<file path="src/rtl/instr_fetch.sv">
// ----------------------------------------------------------------------------
// instr_fetch -- instruction prefetch unit with a small FIFO buffer.
//
// Issues sequential word reads to a synchronous instruction memory (read data
// arrives one cycle after the strobe). Each response is buffered with its pc
// and handed to decode over a valid/ready interface. Supports redirects
// (flush + restart) and a halt request that stops issue and drains.
//
// Ports:
//   clk, resetn          clock, asynchronous active-low reset
//   mem_r_en, mem_radrs  memory read strobe / word address
//   mem_data_out         memory read data (valid one cycle after mem_r_en)
//   instr_valid/ready    decode handshake; instr_out / instr_pc payload
//   redirect_valid/pc    branch/jump redirect
//   halt_req, halted     stop fetching / stopped and drained
//   stall_cnt            (only with INSTR_FETCH_STALL_CNT_EN) starved cycles
//
// Optional feature macro: INSTR_FETCH_STALL_CNT_EN
// ----------------------------------------------------------------------------
module instr_fetch #(
   parameter int unsigned        ADDR_W     = 8,
   parameter int unsigned        INSTR_W    = 32,
   parameter int unsigned        FIFO_DEPTH = 4,
   parameter logic [ADDR_W-1:0]  RESET_PC   = '0
) (
   input  logic                clk,
   input  logic                resetn,
   output logic                mem_r_en,
   output logic [ADDR_W-1:0]   mem_radrs,
   input  logic [INSTR_W-1:0]  mem_data_out,
   output logic                instr_valid,
   input  logic                instr_ready,
   output logic [INSTR_W-1:0]  instr_out,
   output logic [ADDR_W-1:0]   instr_pc,
   input  logic                redirect_valid,
   input  logic [ADDR_W-1:0]   redirect_pc,
   input  logic                halt_req,
   output logic                halted
`ifdef INSTR_FETCH_STALL_CNT_EN
  ,output logic [15:0]         stall_cnt
`endif
);

   localparam int unsigned PTR_W = (FIFO_DEPTH > 1) ? $clog2(FIFO_DEPTH) : 1;
   localparam int unsigned CNT_W = PTR_W + 1;

   typedef enum logic [1:0] {IDLE, RUN, HALT} state_t;

   state_t                 state;
   logic [ADDR_W-1:0]      pc;
   logic                   inflight;
   logic [ADDR_W-1:0]      inflight_pc;
   logic [PTR_W-1:0]       rd_ptr;
   logic [PTR_W-1:0]       wr_ptr;
   logic [CNT_W-1:0]       fifo_count;
   logic [ADDR_W-1:0]      fifo_pc   [FIFO_DEPTH];
   logic [INSTR_W-1:0]     fifo_data [FIFO_DEPTH];

   logic                   credit_ok;
   logic                   issue;
   logic                   push;
   logic                   pop;

   // Issue/push/pop decode. The read strobe is decoded in the same cycle as
   // redirect/halt so either one suppresses the request immediately.
   always_comb begin
      credit_ok = (fifo_count + CNT_W'(inflight)) < CNT_W'(FIFO_DEPTH);
      issue     = (state == RUN) && !halt_req && !redirect_valid && credit_ok;
      push      = inflight && !redirect_valid;
      pop       = (fifo_count != '0) && instr_ready && !redirect_valid;
   end

   // Output decode; payload is forced to zero while the buffer is empty.
   always_comb begin
      mem_r_en    = issue;
      mem_radrs   = issue ? pc : '0;
      instr_valid = (fifo_count != '0);
      instr_out   = instr_valid ? fifo_data[rd_ptr] : '0;
      instr_pc    = instr_valid ? fifo_pc[rd_ptr]   : '0;
      halted      = (state == HALT) && (fifo_count == '0);
   end

   // Control state: FSM, pc, inflight tracking and FIFO pointers.
   always_ff @(posedge clk or negedge resetn) begin
      if (!resetn) begin
         state       <= IDLE;
         pc          <= RESET_PC;
         inflight    <= 1'b0;
         inflight_pc <= '0;
         rd_ptr      <= '0;
         wr_ptr      <= '0;
         fifo_count  <= '0;
      end else if (redirect_valid) begin
         // Flush everything, including a response due this cycle.
         state      <= RUN;
         pc         <= redirect_pc;
         inflight   <= 1'b0;
         rd_ptr     <= '0;
         wr_ptr     <= '0;
         fifo_count <= '0;
      end else begin
         inflight <= issue;
         if (issue) begin
            inflight_pc <= pc;
            pc          <= pc + ADDR_W'(1);
         end
         if (push) wr_ptr <= wr_ptr + PTR_W'(1);
         if (pop)  rd_ptr <= rd_ptr + PTR_W'(1);
         case ({push, pop})
            2'b10:   fifo_count <= fifo_count + CNT_W'(1);
            2'b01:   fifo_count <= fifo_count - CNT_W'(1);
            default: fifo_count <= fifo_count;
         endcase
         case (state)
            IDLE:    state <= RUN;
            // Wait for the outstanding response to land before halting.
            RUN:     if (halt_req && !inflight) state <= HALT;
            HALT:    state <= HALT;
            default: state <= IDLE;
         endcase
      end
   end

   // Buffer storage; contents are only observed through the count.
   always_ff @(posedge clk) begin
      if (push) begin
         fifo_pc[wr_ptr]   <= inflight_pc;
         fifo_data[wr_ptr] <= mem_data_out;
      end
   end

`ifdef INSTR_FETCH_STALL_CNT_EN
   // Cycles where decode is starved and no request could be issued.
   always_ff @(posedge clk or negedge resetn) begin
      if (!resetn) begin
         stall_cnt <= '0;
      end else if (redirect_valid) begin
         stall_cnt <= '0;
      end else if ((state == RUN) && (fifo_count == '0) && !issue &&
                   (stall_cnt != 16'hFFFF)) begin
         stall_cnt <= stall_cnt + 16'd1;
      end
   end
`endif

endmodule

</file>
<file path="config.mk">
export PLATFORM = sky130hd
export DESIGN_NAME = instr_fetch
export DESIGN_NICKNAME = d
export VERILOG_FILES = /design/src/rtl/instr_fetch.sv
export SDC_FILE = /design/constraint.sdc
export NUM_CORES = 1
export LEC_CHECK = 0
export BUFFER_PORTS_ARGS = -buffer_cell sky130_fd_sc_hd__buf_4
export CORE_UTILIZATION = 52
export DETAILED_ROUTE_END_ITERATION = 8
export PLACE_DENSITY = 0.76
export SETUP_SLACK_MARGIN = 0.02
export SYNTH_ARGS = -nofsm -noshare
export SYNTH_HDL_FRONTEND = slang
export SYNTH_SLANG_ARGS = --single-unit
</file>
<file path="constraint.sdc">
create_clock -name clk -period 2.2 [get_ports clk]
set_input_delay 0.22 -clock clk [delete_from_list [all_inputs] [get_ports clk]]
set_output_delay 0.22 -clock clk [all_outputs]
set_load 0.1 [all_outputs]
</file>
### Yosys cells after proc, flatten, opt, wreduce, memory -nomap -nowiden

Memories as Yosys holds them, arrays and structs flattened.
Index checks and enable logic that the tools add are counted.

| cells by class | value |
|---|---|
| reduce and logical (&&, ||, !) cells | 19 |
| eq/ne operators | 5 |
| order comparisons | 1 |
| bitwise gates (word level) | 1 |
| mux-type cells | 17 |
| add/subtract/negate cells | 6 |

Operators by type and width:

| cell | number |
|---|---|
| 2-to-1 mux 32 bit | 1 |
| 2-to-1 mux 8 bit | 4 |
| 2-to-1 mux 2 bit | 6 |
| adder 8 x 1 -> 8 bit, second input constant | 1 |
| logical AND 1 bit | 8 |
| case mux 2 bit (3 select lines) | 1 |
| case mux 3 bit (2 select lines) | 1 |
| nonzero test 2 bit | 3 |
| nonzero test 3 bit | 2 |
| adder 2 x 1 -> 2 bit, second input constant | 2 |
| == test 2 x 1 -> 1 bit, second input constant | 2 |
| == test 2 bit, second input constant | 2 |
| adder 3 x 1 -> 3 bit | 1 |
| adder 3 x 1 -> 3 bit, second input constant | 1 |
| logical NOT 1 bit | 3 |
| logical NOT 3 bit | 1 |
| less-than comparator 3 bit, second input constant | 1 |
| 2-to-1 mux 1 bit | 3 |
| 2-to-1 mux 3 bit | 1 |
| != test 3 x 2 -> 1 bit, second input constant | 1 |
| subtractor 3 x 1 -> 3 bit, second input constant | 1 |
| logical NOT 2 bit | 1 |
| AND reduction 2 bit | 1 |
| NOT 1 bit | 1 |

| storage, ports and cells | value |
|---|---|
| word-level logic and storage cells | 58 |
| output and inout port bits | 51 |
| memories kept | 2 |
| input port bits | 45 |
| bits in writable memories | 160 |
| register bits after elaboration | 26 |

Memories:

| name | words | bits a word | rd ports | clocked after memory_dff | wr ports | line | text |
|---|---|---|---|---|---|---|---|
| fifo_data | 4 | 32 | 1 | 0 | 1 | 57 | `logic [INSTR_W-1:0] fifo_data [FIFO_DEPTH];` |
| fifo_pc | 4 | 8 | 1 | 0 | 1 | 56 | `logic [ADDR_W-1:0] fifo_pc [FIFO_DEPTH];` |

### Logic depth before layout (Yosys ltp)

Gate-level depths: netlist (run 1).

| logic depth | value |
|---|---|
| depth after elaboration | 6 |
| gate-level depth with buffers | 7 |
| gate-level depth less buffers | 7 |

### Worst setup path after synthesis (run 1)

OpenSTA, ideal clock, no wires.

| path | value |
|---|---|
| kind | register to output |
| from | reg fifo_count[1] |
| to | out halted |
| cell stages (with the launch flop) | 5 |
| path buffers | 2 |
| setup slack | -1.029 ns |
| arrival | 3.009 ns |
| path through | dfrtp_1 -> or3_1 -> clkbuf_1 -> clkbuf_1 -> nor2_1 |

| on the way | value |
|---|---|
| longest elaborated chain between the ends | 2 |

RTL lines:

| what | line | text |
|---|---|---|
| from (decl) | 55 | `logic [CNT_W-1:0] fifo_count;` |
| from (signal assigned) | 110 | `2'b10: fifo_count <= fifo_count + CNT_W'(1);` |
| from (signal assigned) | 111 | `2'b01: fifo_count <= fifo_count - CNT_W'(1);` |
| from (signal assigned) | 112 | `default: fifo_count <= fifo_count;` |
| logical NOT 3 bit | 80 | `halted = (state == HALT) && (fifo_count == '0);` |
| logical AND 1 bit | 80 |  |
| to (decl) | 38 | `output logic halted` |

No other way between the ends.

### Worst setup path after layout (run 1)

| path | value |
|---|---|
| from | reg rd_ptr[0] |
| to | out instr_out[25] |

| on the way | value |
|---|---|
| longest elaborated chain between the ends | 2 |

RTL lines:

| what | line | text |
|---|---|---|
| from (decl) | 53 | `logic [PTR_W-1:0] rd_ptr;` |
| from (signal assigned) | 108 | `if (pop) rd_ptr <= rd_ptr + PTR_W'(1);` |
| memory (4 x 32 bit) | - |  |
| 2-to-1 mux 32 bit | 78 | `instr_out = instr_valid ? fifo_data[rd_ptr] : '0;` |
| to (decl) | 33 | `output logic [INSTR_W-1:0] instr_out,` |

No other way between the ends.

==> reports/metrics.csv, run 1 <==
metric;value;unit
status;finished with violations;
violations;negative setup slack;
synth.avg_cell_area;18.9;um^2
rsz0062_at_grt;true;
synth_top_area_share;63.8;%
routed_wl;14900;um
io_buffer_count;95;
clkTransAtPathRegs;0.06;ns
final_cell_area;0.0102;mm^2
core_area;0.0140;mm^2
crit_fanout;7;
ys.warnings.count;0;
max_slew_margin;72.2;%
wire_per_inst;20.1;um
final_util;72.9;%
crit_type;reg2out;
fmax;0.450;GHz
end_kind;output pin;
hold_viol;0;
firstDrtPassIters;4;
cp_cell_sequence;buf_6 -> clkbuf_16 -> mux4_2 -> and2_4 -> buf_12;
startpoint;rd_ptr[0];
max_cap_violations;0;
min_from;redirect_pc[0];
worstMarginPinSlew;0.417;ns
ys_ff_latch;186;
ys_seq_area_share;72.4;%
area_delta_synth_final;35.4;%
grt_use_total;20.5;%
mostFrequentLayoutCells;160 x edfxtp_1, 75 x buf_4, 40 x mux4_2, 39 x buf_12, 34 x dlygate4sd3_1;
place_congestion;0.758;
grt_first_pass_wirelength;22100;um
critical-path-top-delay-family;multiplexers;
place_area;0.00856;mm^2
worstSkewPairLatency;0.43;ns
final-setup-viol-count;11;
pre_cts_ws;0.155;ns
vias_per_cell;5.47;
clock_path_buffers;2;
n_antenna_cell;0;
cts_buffers;17;
layout_commonest_cell;edfxtp_1;
slowest_delay;0.50;ns
start_kind;flop;
synth_top_cell_by_area;edfxtp_1;
fin_crit;2.22;ns
synth_area_leaders;edfxtp_1 64%, mux4_2 12%, dfrtp_1 8.6%;
layout-drive-gt1-share;44.9;%
hold_path.class;in2reg;
die_y;122;um
postRouteAntennaNets;0;
maxSlewViolCount;0;
final.period_utilization;101;%
crit_required;1.98;ns
root_buffer;clkbuf_16;
htree_levels;4;
fin_ws;-0.0231;ns
synth_fp_nets;452;
path_buf_inv;3;
ios;96;
overflow;0;
synth_cell_types;41;
fin_worst_skew;0.0131;ns
drc;0;
dp.final_hpwl;8440;um
grt_max_degree;43;
vias;4066;
worstPathArrival;2.00;ns
clock-sinks;186;
netlist_area;0.00753;mm^2
crit_slowest_cell;mux4_2;
start_util;53.9;%
dieArea;0.0150;mm^2
die_w;122;um
rows;43;
synthCells;398;
grt_pass1_vias;4253;
nets;605;
drt-initial-drc-count;342;
tritoncts;built;
antenna_found_initial;0;
r2r_start;fifo_count[1];
flip-flops by register name, summed over array words and instances (netlist names):
signal and cells:
inflight 1, pc 8, wr_ptr 2, fifo_pc 32, rd_ptr 2, fifo_data 128
fifo_count 3, state 2, inflight_pc 8
kinds of logic (layout without fill, tap and decap cells):
logic type                 after synthesis  after routing  synth area share (%)
muxes                                   57             57                  14.8
and+or+nand+nor                         91             91                  6.99
buffers and inverters                   29            195                  1.66
xor gates and xnor gates                 9              9                  1.05
adders and majority gates                9              9                  1.59
DFF                                    186            186                  72.4
AOI/OAI and AO/OA                       17             17                  1.51
cell usage after synthesis:
cell type  count
o211ai_1       2
edfxtp_1     160
o21ai_0        4
and3_1         8
nand3_1        3
xnor2_1        5
mux2i_1        6
buf_6          1
and2_4         1
nand4_1        2
nor2_1        10
a211oi_1       1
o211a_1        1
nor4_1         1
ha_1           8
clkbuf_1       9
nor3_1         3
o21ai_1        3
a31o_2         1
and4_1         1
a22oi_1        1
nor2b_1        3
nand3b_1       1
a21oi_1        1
fa_1           1
dfrtp_1       26
mux4_2        40
buf_2          7
mux2_1         1
mux2_2         2
or2_2          1
mux2_4         8
buf_1          4
and2_1        46
inv_1          8
nand2_1        8
and4b_1        1
or3_1          2
a31oi_1        2
o31ai_2        1
xor2_1         4
tightest hold or removal path, cell delays in order:
cell and delay [ns]:
buf_4 0.08, nand2_1 0.04, o21ai_1 0.06
timing repair:
action | CTS | global route
pin swaps | 0 | 0
gates cloned | 2 | 1
endpoints found under the hold margin | 152 | 0
hold buffers | 34 | 0
resized for setup | 73 | 84
setup endpoints to repair | 49 | 50
setup buffers | 2 | 4
final timing paths:
kind | to | slack (ns) | cells past startpoint
hold reg to reg | fifo_pc[2][5] | 0.54 | 0
min in group asynchronous | pc[2] | 0.24 | 2
hold / removal | pc[0] | 0.02 | 3
setup / recovery | instr_out[25] | -0.02 | 5
setup reg to reg | fifo_count[2] | 0.15 | 7
max in group asynchronous | rd_ptr[1] | 1.67 | 2
layout make-up:
| cell class | count | area, um^2 |
|---|---|---|
| Multi-Input combinational cell | 183 | 2080 |
| Clock buffer | 23 | 508 |
| Fill cell | 813 | 3790 |
| Timing Repair Buffer | 155 | 1810 |
| Tap cell | 180 | 225 |
| Inverter | 8 | 30.0 |
| Clock inverter | 9 | 83.8 |
| Sequential cell | 186 | 5460 |
metrics by stage:
| stage | setup TNS (ns) | hold WS, ns | std cells |
|---|---|---|---|
| floorplan | -0.0293 | -0.0756 | 398 |
| global placement | 0 | 0.146 | 669 |
| global route | -1.90 | 0.0237 | 744 |
| finish | -0.0915 | 0.0166 | 744 |
| detailed placement | 0 | 0.153 | 669 |
| CTS | -1.39 | 0.00108 | 739 |
metal layers:
metal | global-route usage, % | vias to the layer above | wire, um
met5 | 0 | - | 0
met4 | 7.16 | 0 | 213
met3 | 4.37 | 18 | 686
li1 | - | 1849 | -
met1 | 26.4 | 2065 | 6050
met2 | 34.7 | 134 | 8000
Power of run 1 is left out: the tool's default activity adds up to more than one toggle a clock period on the data nets, which glitch-free logic cannot reach.
==> run 2, diff against run 1 <==
--- a/config.mk
+++ b/config.mk
@@ -9,6 +9,7 @@
 export CORE_UTILIZATION = 52
 export DETAILED_ROUTE_END_ITERATION = 8
 export PLACE_DENSITY = 0.76
+export RECOVER_POWER = 25
 export SETUP_SLACK_MARGIN = 0.02
 export SYNTH_ARGS = -nofsm -noshare
 export SYNTH_HDL_FRONTEND = slang
==> run 2 against run 1 <==
Net effect: the run still ends with negative setup slack left; count of clock-buffer cells in the layout is the same; sequential share of layout area is 0.28 points higher; cell area shrank 0.51%; cell count unchanged; utilization decreased by 0.38 points; via count shrank 0.22%; worst hold slack about the same; sequential cell count is the same; first-iteration DRC count is 2.9% higher; register-to-register slack is essentially flat; critical path depth unchanged; critical path type unchanged; highest routed layer unchanged.
==> reports/metrics.csv, run 2 (same netlist as run 1, synthesis figures left out) <==
metric;value;unit;change
final_util;72.5;%;-0.38 points
slowest_delay;0.51;ns;about the same
postRouteAntennaNets;0;;unchanged
routed_wl;14900;um;about the same
regMostFlops;fifo_data;;
tritoncts;built;;
vias;4057;;-0.22%
io_buffer_count;95;;unchanged
cp_cell_sequence;buf_6 -> clkbuf_16 -> mux4_2 -> and2_4 -> buf_12;;
crit_slowest_cell;mux4_2;;
min_from;redirect_pc[0];;
critical-path-top-delay-family;multiplexers;;
min_to;pc[0];;
crit_type;reg2out;;
start_kind;flop;;
crit_fanout;7;;unchanged
min_path_cells;3;;unchanged
fin_worst_skew;0.0127;ns;-0.000396 ns
hold_path.class;in2reg;;
area_delta_synth_final;34.7;%;
grt_first_pass_wirelength;22100;um;unchanged
antenna_found_initial;0;;unchanged
worstSkewPairLatency;0.43;ns;about the same
max_slew_margin;4.44;%;-68 points
cts_buffers;17;;unchanged
start_util;53.9;%;unchanged
grt_pass1_vias;4253;;unchanged
path_buf_inv;3;;unchanged
violations;negative setup slack;;
max_cap_violations;0;;unchanged
core_area;0.0140;mm^2;unchanged
rrSetupSlack;0.15;ns;about the same
dp.final_hpwl;8440;um;unchanged
htree_levels;4;;unchanged
grt_use_total;20.5;%;unchanged
hold_viol;0;;unchanged
die_y;122;um;unchanged
ios;96;;unchanged
crit_required;1.98;ns;about the same
rows;43;;unchanged
drt-initial-drc-count;352;;+2.9%
mostFrequentLayoutCells;160 x edfxtp_1, 61 x buf_4, 40 x mux4_2, 39 x buf_12, 34 x dlygate4sd3_1;;
r2r_start;fifo_count[1];;
drc;0;;unchanged
rsz0062_at_grt;true;;
final_cells;744;;unchanged
status;finished with violations;;
end_kind;output pin;;
fin_crit;2.22;ns;+0.000362 ns
fmax;0.450;GHz;about the same
layout-drive-gt1-share;42.4;%;-2.5 points
r2r-end;fifo_count[2];;
final-setup-viol-count;10;;-1
vias_per_cell;5.45;;-0.22%
layout_commonest_cell;edfxtp_1;;
final.period_utilization;101;%;about the same
place_congestion;0.758;;unchanged
dieArea;0.0150;mm^2;unchanged
top_regs;fifo_data x128, fifo_pc x32;;
wire_per_inst;20.1;um;about the same
dp.cells;669;;unchanged
clkTransAtPathRegs;0.06;ns;about the same
worstPathArrival;2.00;ns;about the same
maxSlewViolCount;0;;unchanged
die_w;122;um;unchanged
largest_register_ffs;128;;unchanged
firstDrtPassIters;5;;+1
fin_setup_tns;-0.0738;ns;+0.0177 ns
grt_max_degree;43;;unchanged
root_buffer;clkbuf_16;;
worstMarginPinSlew;1.43;ns;+1.02 ns
clock-sinks;186;;unchanged
reg2regPathDepth;7;;unchanged
overflow;0;;unchanged
clock_path_buffers;2;;unchanged
n_antenna_cell;0;;unchanged
fin_ws;-0.0235;ns;-0.000362 ns
nets;605;;unchanged
run 2: worst min-delay path, cell delays in order:
cell	delay, ns
buf_4	0.08
nand2_1	0.04
o21ai_1	0.06
run 2: cell type report:
| cell class | instances | area, um^2 |
|---|---|---|
| Fill cell | 829 | 3840 |
| Clock buffer | 23 | 508 |
| Tap cell | 180 | 225 |
| Multi-Input combinational cell | 183 | 2080 |
| Timing Repair Buffer | 155 | 1760 |
| Clock inverter | 9 | 83.8 |
| Sequential cell | 186 | 5460 |
| Inverter | 8 | 30.0 |
run 2: repair_timing:
| item | CTS | global route |
|---|---|---|
| gates cloned | 2 | 1 |
| resized for setup | 73 | 84 |
| buffers inserted | 2 | 4 |
| endpoints found under the setup margin | 49 | 50 |
| endpoints found under the hold margin | 152 | 0 |
| hold buffers | 34 | 0 |
run 2: worst max path at each step:
stage	slack, ns	cells past startpoint	from	to
6_report	-0.02	5	rd_ptr[0]	instr_out[25]
4_1_cts	-0.07	5	rd_ptr[0]	instr_out[18]
3_5_place_dp	0.16	7	fifo_count[1]	fifo_count[2]
3_3_place_gp	0.26	7	fifo_count[1]	fifo_count[2]
5_1_grt	-0.07	5	rd_ptr[0]	instr_out[30]
2_1_floorplan	-0.03	4	fifo_count[1]	halted
run 2: per-layer routing:
metal | track usage, % | share of wire (%) | up-vias
li1 | - | - | 1849
met1 | 26.4 | 41 | 2068
met2 | 34.7 | 54 | 122
met3 | 4.37 | 4.4 | 18
met4 | 7.16 | 1.4 | 0
met5 | 0 | 0 | -
run 2: through the flow:
step,hold slack (ns),worst slack [ns],instance area (um^2)
final,0.0168,-0.0235,10100
after global routing,0.0237,-0.0740,10100
after CTS,0.00108,-0.0731,9820
after detailed placement,0.153,0.155,8560
after global placement,0.146,0.259,8560
after floorplan,-0.0756,-0.0293,7550
Power of run 2 is left out for the same reason.
==> run 3, diff against run 2 <==
--- a/config.mk
+++ b/config.mk
@@ -5,10 +5,10 @@
 export SDC_FILE = /design/constraint.sdc
 export NUM_CORES = 1
 export LEC_CHECK = 0
-export BUFFER_PORTS_ARGS = -buffer_cell sky130_fd_sc_hd__buf_4
-export CORE_UTILIZATION = 52
+export CORE_UTILIZATION = 57
 export DETAILED_ROUTE_END_ITERATION = 8
-export PLACE_DENSITY = 0.76
+export DONT_BUFFER_PORTS = 1
+export PLACE_DENSITY = 0.75
 export RECOVER_POWER = 25
 export SETUP_SLACK_MARGIN = 0.02
 export SYNTH_ARGS = -nofsm -noshare
==> run 3 against run 2 <==
Net effect: the run now ends clean; register-to-register slack lost 0.06 ns; cell area down 2.5%; count of clock-buffer cells in the layout rose by 3; critical endpoint is now instr_out[1].
==> reports/metrics.csv, run 3 (same netlist as run 1, synthesis figures left out) <==
metric;value;unit;change
status;finished, final reports clean;;
worstSkewPairLatency;0.43;ns;about the same
end_kind;output pin;;
rows;41;;-4.7%
die_w;117;um;-4.4%
postRouteAntennaNets;0;;unchanged
regMostFlops;fifo_data;;
layout_commonest_cell;edfxtp_1;;
die_y;117;um;-4.4%
rsz0062_at_grt;true;;
maxSlewViolCount;0;;unchanged
grt_pass1_vias;4227;;-0.61%
grt_first_pass_wirelength;23000;um;+4.5%
drt-initial-drc-count;291;;-17%
top_regs;fifo_data x128, fifo_pc x32;;
final-setup-viol-count;0;;-10
overflow;0;;unchanged
antenna_found_initial;0;;unchanged
vias_per_cell;5.84;;+7.2%
max_cap_violations;0;;unchanged
crit_type;reg2out;;
root_buffer;clkbuf_16;;
firstDrtPassIters;5;;unchanged
pre_cts_ws;0.180;ns;+0.0251 ns
nets;564;;-6.8%
ios;96;;unchanged
start_util;59.0;%;+5.1 points
max_slew_margin;3.89;%;-0.56 points
worstPathArrival;1.97;ns;-0.03 ns
start_kind;flop;;
wire_per_inst;23.2;um;+16%
drc;0;;unchanged
largest_register_ffs;128;;unchanged
fmax;0.456;GHz;+1.3%
crit_slowest_cell;mux4_2;;
place_congestion;0.781;;+3.1%
routed_wl;16100;um;+8.0%
fin_crit;2.19;ns;-0.0296 ns
dp.final_hpwl;8440;um;about the same
fillers;654;;-21%
slowest_delay;0.55;ns;+0.04 ns
cp_cell_sequence;buf_12 -> mux4_2 -> and2_1 -> buf_6;;
clkTransAtPathRegs;0.06;ns;about the same
io_buffer_count;0;;-100%
cts_buffers;17;;unchanged
area_delta_synth_final;31.3;%;
hold_viol;0;;unchanged
crit_required;1.98;ns;about the same
worstMarginPinSlew;1.44;ns;+0.00833 ns
path_buf_inv;2;;-1
rrSetupSlack;0.09;ns;-0.06 ns
vias;4062;;+0.12%
critical-path-top-delay-family;multiplexers;;
n_antenna_cell;0;;unchanged
mostFrequentLayoutCells;160 x edfxtp_1, 42 x dlygate4sd3_1, 40 x mux4_2, 37 x buf_12, 29 x and2_4;;
fin_worst_skew;0.0125;ns;-0.000186 ns
layout-drive-gt1-share;37.1;%;-5.3 points
core_area;0.0128;mm^2;-8.7%
clock_path_buffers;2;;unchanged
grt_max_degree;44;;+2.3%
fin_ws;0.00611;ns;+0.0296 ns
tritoncts;built;;
clock-sinks;186;;unchanged
hold_path.class;in2reg;;
final.period_utilization;99.7;%;-1.3 points
grt_use_total;24.2;%;+3.7 points
htree_levels;4;;unchanged
crit_fanout;17;;+10
dieArea;0.0137;mm^2;-8.6%
==> run 3: per-stage QoR <==
step           setup TNS [ns]  instance area, um^2  util (%)  std cells  hold WS (ns)
3_5_place_dp                0                 8520      66.7        607       -0.0749
2_1_floorplan         -0.0293                 7550         -        398       -0.0756
6_report                    0                 9890      77.5        695        0.0284
4_1_cts                -0.131                 9780      76.6        689        0.0210
3_3_place_gp                0                 8520      66.7        607       -0.0749
5_1_grt                -0.585                 9890      77.5        695        0.0542
==> run 3: what timing repair did <==
item	CTS	global route
pin swaps	0	17
hold endpoints to repair	170	0
gates resized for setup	52	11
hold buffers	43	0
cloned	1	2
endpoints found under the setup margin	51	35
setup buffers	6	4
==> run 3: path summary, 6_finish.rpt <==
path | from | end | depth (start not counted)
max | rd_ptr[0] | instr_out[1] | 4
min | redirect_valid | pc[7] | 3
max reg2reg | fifo_count[1] | fifo_count[2] | 8
min reg2reg | inflight_pc[5] | fifo_pc[1][5] | 0
max in group asynchronous | resetn | rd_ptr[0] | 2
min in group asynchronous | resetn | pc[2] | 2
==> run 3: area by class of cell <==
cell class	count	area (um^2)	share of cell area [%]
tap	172	215	2.18
multi-input combinational	183	2070	20.9
clock buffer	26	510	5.16
timing repair buffer	114	1520	15.4
inverter	8	30.0	0.304
sequential	186	5460	55.2
clock inverter	6	85.1	0.860
==> run 3: routing by layer <==
metal / GRT usage [%] / up-vias / routed length (um)
met2: 42.0 / 150 / 8670
li1: - / 1774 / -
met4: 7.76 / 0 / 263
met5: 0 / - / 0
met3: 6.28 / 22 / 850
met1: 30.0 / 2116 / 6340
==> run 3: worst min-delay path, cell delays in order <==
cell	delay (ns)
nor2b_1	0.03
o21ai_0	0.07
nand3_1	0.08
Power of run 3 is left out for the same reason.
